--- config.mk ---
export PLATFORM = sky130hd
export DESIGN_NAME = encoder_conditioner
export DESIGN_NICKNAME = d
export VERILOG_FILES = /design/src/rtl/encoder_conditioner.sv
export SDC_FILE = /design/constraint.sdc
export NUM_CORES = 1
export LEC_CHECK = 0
export ABC_AREA = 1
export BUFFER_PORTS_ARGS = -buffer_cell sky130_fd_sc_hd__buf_4
export CORE_MARGIN = 2
export CORE_UTILIZATION = 60
export DETAILED_ROUTE_END_ITERATION = 6
export PLACE_DENSITY = 0.9
export SLEW_MARGIN = 20
export SYNTH_ARGS = -nofsm -noshare
export SYNTH_HDL_FRONTEND = slang
export SYNTH_SLANG_ARGS = --single-unit
--- constraint.sdc ---
create_clock -name clock -period 3.9 [get_ports clock]
set_input_delay 0.78 -clock clock [delete_from_list [all_inputs] [get_ports clock]]
set_output_delay 0.78 -clock clock [all_outputs]
set_load 0.05 [all_outputs]
--- src/rtl/encoder_conditioner.sv ---
// rtl/encoder_conditioner.sv - quadrature encoder synchronizer, debouncer and decoder
// Produces registered step/pulse strobes, direction, wrapping position and sticky error.
module encoder_conditioner #(
    parameter int DEBOUNCE_CLOCKS = 16,
    parameter int COUNT_WIDTH     = 32
) (
    input  logic                   clock,
    input  logic                   system_reset,
    input  logic                   enc_a,
    input  logic                   enc_b,
    input  logic                   error_clear,
    output logic                   pulse_out,
    output logic                   step,
    output logic                   direction,
    output logic [COUNT_WIDTH-1:0] position,
    output logic                   quad_error
);

    localparam int CNT_W = $clog2(DEBOUNCE_CLOCKS + 1);
    localparam logic [CNT_W-1:0] CNT_LAST = CNT_W'(DEBOUNCE_CLOCKS - 1);

    // Channel vectors are packed as {A, B}
    logic [1:0]            sync1_q, sync2_q;
    logic [1:0]            filt_q, filt_d;
    logic [1:0][CNT_W-1:0] cnt_q, cnt_d;
    logic [1:0]            prev_q;

    logic                   step_q, step_d;
    logic                   pulse_q, pulse_d;
    logic                   dir_q, dir_d;
    logic [COUNT_WIDTH-1:0] pos_q, pos_d;
    logic                   err_q, err_d;

    logic fwd, rev, illegal;

    always_ff @(posedge clock or posedge system_reset) begin
        if (system_reset) begin
            sync1_q <= '0;
            sync2_q <= '0;
        end else begin
            sync1_q <= {enc_a, enc_b};
            sync2_q <= sync1_q;
        end
    end

    // A channel flips only after DEBOUNCE_CLOCKS consecutive cycles of disagreement
    always_comb begin
        filt_d = filt_q;
        cnt_d  = '0;
        for (int ch = 0; ch < 2; ch++) begin
            if (sync2_q[ch] != filt_q[ch]) begin
                if (cnt_q[ch] == CNT_LAST) begin
                    filt_d[ch] = sync2_q[ch];
                end else begin
                    cnt_d[ch] = cnt_q[ch] + CNT_W'(1);
                end
            end
        end
    end

    always_comb begin
        fwd = 1'b0;
        rev = 1'b0;
        case ({prev_q, filt_q})
            4'b00_10, 4'b10_11, 4'b11_01, 4'b01_00: fwd = 1'b1;
            4'b00_01, 4'b01_11, 4'b11_10, 4'b10_00: rev = 1'b1;
            default: ;
        endcase
        illegal = ((prev_q ^ filt_q) == 2'b11);
    end

    always_comb begin
        step_d  = fwd | rev;
        pulse_d = ~prev_q[1] & filt_q[1];
        dir_d   = dir_q;
        pos_d   = pos_q;
        if (fwd) begin
            dir_d = 1'b1;
            pos_d = pos_q + COUNT_WIDTH'(1);
        end else if (rev) begin
            dir_d = 1'b0;
            pos_d = pos_q - COUNT_WIDTH'(1);
        end
        // An illegal transition in the same cycle as error_clear keeps the flag set
        if (illegal) begin
            err_d = 1'b1;
        end else if (error_clear) begin
            err_d = 1'b0;
        end else begin
            err_d = err_q;
        end
    end

    always_ff @(posedge clock or posedge system_reset) begin
        if (system_reset) begin
            filt_q  <= '0;
            cnt_q   <= '0;
            prev_q  <= '0;
            step_q  <= 1'b0;
            pulse_q <= 1'b0;
            dir_q   <= 1'b0;
            pos_q   <= '0;
            err_q   <= 1'b0;
        end else begin
            filt_q  <= filt_d;
            cnt_q   <= cnt_d;
            prev_q  <= filt_q;
            step_q  <= step_d;
            pulse_q <= pulse_d;
            dir_q   <= dir_d;
            pos_q   <= pos_d;
            err_q   <= err_d;
        end
    end

    assign pulse_out  = pulse_q;
    assign step       = step_q;
    assign direction  = dir_q;
    assign position   = pos_q;
    assign quad_error = err_q;

endmodule

==> flow_summary.toml <==
[status]
status = "finished clean"

[yosys]
ff_latch_count_synth = 54
synth-async-reset-ratio = 1.000
post_synth_instance_area_um2 = 4412
postSynthAreaPerCell_um2 = 6.431
synth.lib_cells_used.distinct = 29
number_of_enable_flip_flop_cells_after_synthesis = 0
synth_top_flop_cell = "dfrtp_1"
synth.yosys.warnings = 0
post_synthesis_sequential_area_ratio = 0.3063
netlist_instances = 686
postSynthNetCount = 725

[floorplanning]
fp.dieArea_um2 = 8055
coreArea_um2 = 7176
io_pins = 41
fp-row-count = 31
floorplan.die.width_um = 89.75
start_util = 0.6148
die_height_um = 89.75

[sta]
setup_repair_after_global_routing_missed_its_margin = "false"
min_period_ns = 3.167
fin_crit_sh = 0.8120
max_slew_margin = 0.5214
worst_pin_slew_ns = 0.7169
finalSetupViolCount = 0
holdWs_ns = 0.3620
totalNegativeSetupSlack_ns = 0
fin_worst_skew_ns = 0.006214
fmax_ghz = 0.3158
finalMaxSlewViolations = 0
finalHoldViolCount = 0

[clocking]
post_cts_hold_buffer_count = 0
cts_num_sinks = 54
tritoncts = "done"
cts_root_buf = "clkbuf_8"
cts_resized = 0
worst_setup_hold_path_clk_slew_ns = 0.11
h_tree_levels = 2
cts_post_setup_buffers_inserted = 0
total_cts_buffers = 5
ctsLongestPathBuffers = 2
clkLatencyLatePin_ns = 0.32

[pwr]
design_power_total_mw = 2.771
power.density_cell_area_nw_per_um2 = 567.8
ir_worst_vdd_v = 0.0002794
p_leak_nw = 3.029

[setup_path]
critPathSlowestCell = "dfrtp_1"
worstSetupEndpointType = "register"
cp_top_family = "simple AND/OR/NAND/NOR gates"
worstPathBufferInverterCount = 1
worstPathCellList = "xor2_1, nand2_1, buf_4, ha_1, nor2_1, a21oi_1, nand3_1, nand3_1, nand2_1, nand2_1, nand2_1, nand3_1, nand2_1"
worst-setup-path-type = "reg2reg"
max_stage_delay_ns = 0.47
cp_data_arrival_time_ns = 3.38
crit_fanout = 18
worst_ep_required_time_ns = 4.11
worst_path_most_repeated_cell = "nand2_1"
setup.worst_path.start_class = "register"

[placed_design]
dp.final_hpwl_mm = 8.555
place_congestion = 0.9957
placement.io_buffers = 40

[final_layout]
area_of_combinational_cells_with_multiple_inputs_um2 = 2524
antenna_cell_count = 0
nets = 766
seqCellArea_um2 = 1351
layout-drive-gt1-share = 0.1030
synthToLayoutAreaGrowth_pct = 10.61
final_util = 0.6800
layout.filler_cells = 677

[worst_hold_path]
min-delay-path-class = "reg2reg"

[route]
route.detailed.drc = 0
route.final.wire_length_mm = 10.94
dr_total_vias = 4292
number_of_drc_markers_after_the_initial_detailed_route_iteration = 307
drt_pass_1_iters = 5
wire_per_inst_um = 13.23
postRouteAntennaNets = 0
viasPerCell = 5.190

[grt]
grt_max_degree = 47
global_route.usage.total = 0.2802
antenna_violations_before_repair = 0
first_global_vias = 4352
wire_length_of_the_first_global_routing_pass_mm = 18.91
globalRouteOverflowTotal = 0

[run]
max_cap_violations = 0
==> cell usage after synthesis (all sizes together) (2+ instances only) <==
library cell / instances / area share
nand3: 49 / 0.061
a21oi: 23 / 0.026
nand4: 3 / 0.0043
and3: 2 / 0.0028
o21ai: 18 / 0.020
nand3b: 4 / 0.0068
nor2: 49 / 0.043
ha: 33 / 0.094
inv: 124 / 0.11
nand2: 283 / 0.24
xor2: 7 / 0.014
mux2: 2 / 0.0051
buf: 8 / 0.016
xnor2: 15 / 0.030
o21bai: 3 / 0.0051
dfrtp: 54 / 0.31
nor3: 5 / 0.0057
==> through the flow <==
step | setup slack (ns) | area (um2) | std cells
after floorplan | 1.191 | 4412 | 686
after global placement | 0.9402 | 4782 | 819
after detailed placement | 0.7807 | 4782 | 819
after CTS | 0.7677 | 4880 | 827
after global routing | 0.5291 | 4880 | 827
final | 0.7334 | 4880 | 827
==> worst paths after layout <==
check,depth (start not counted),to,slack [ns],start
worst max-delay path,13,position[27],0.73,filt_q[1]
worst min-delay path,0,sync2_q[0],0.36,sync1_q[0]
worst max register to register,13,position[27],0.73,filt_q[1]
worst min register to register,0,sync2_q[0],0.36,sync1_q[0]
max in group asynchronous,3,position[10],2.55,system_reset
min in group asynchronous,2,position[23],0.57,system_reset
==> registers in the layout, indices dropped and copies added (netlist names) <==
register,count
sync2_q,2
quad_error,1
pulse_out,1
filt_q,2
step,1
prev_q,2
cnt_q,10
direction,1
position,32
sync1_q,2
==> power by group <==
part / switching (mW) / total, mW / internal, mW
combinational: 1.20 / 1.78 / 0.573
clock: 0.222 / 0.356 / 0.134
sequential: 0.0387 / 0.638 / 0.600
total: 1.46 / 2.77 / 1.31
==> final cells by class <==
| cell class | instances | share of cell area |
|---|---|---|
| clock inverter | 3 | 0.005897 |
| multi-input combinational | 500 | 0.5172 |
| tap | 99 | 0.02538 |
| timing repair buffer | 42 | 0.06462 |
| clock buffer | 5 | 0.01410 |
| inverter | 124 | 0.09590 |
| sequential | 54 | 0.2769 |
==> cell usage in the layout, fill, tap and decap left out <==
cell        n
inv_1     116
o21ai_1    11
and3_1      2
clkbuf_8    5
dfrtp_1    54
nand2_1   276
mux2_2      2
nand3_2     5
a21oi_1    23
nor3_1      5
inv_8       1
xor2_1      7
or2_4       1
o21bai_1    3
nand4_1     3
fa_1        1
inv_2       7
nand2_2     7
nand3b_1    4
clkinv_4    2
a21o_1      1
nor2_2      2
nand3_1    44
o22ai_1     1
xnor2_1    15
buf_4      42
ha_1       33
inv_4       1
nor2_1     47
o21ai_0     7
==> metal layers <==
metal | vias to the layer above | track usage | part of all wire
li1 | 2181 | - | -
met1 | 1935 | 0.3434 | 0.43
met2 | 149 | 0.5088 | 0.50
met3 | 27 | 0.03856 | 0.059
met4 | 0 | 0.09103 | 0.017
met5 | - | 0 | 0
==> logic make-up after synthesis <==
kind of cell    share of synthesized area
compound gates                    0.05474
xor+xnor                          0.04368
fa+ha+maj                         0.09813
buf+inv                            0.1217
flops                              0.3063
mux                              0.005105
simple gates                       0.3704
Note: power is estimated with default switching activity, not from simulation.
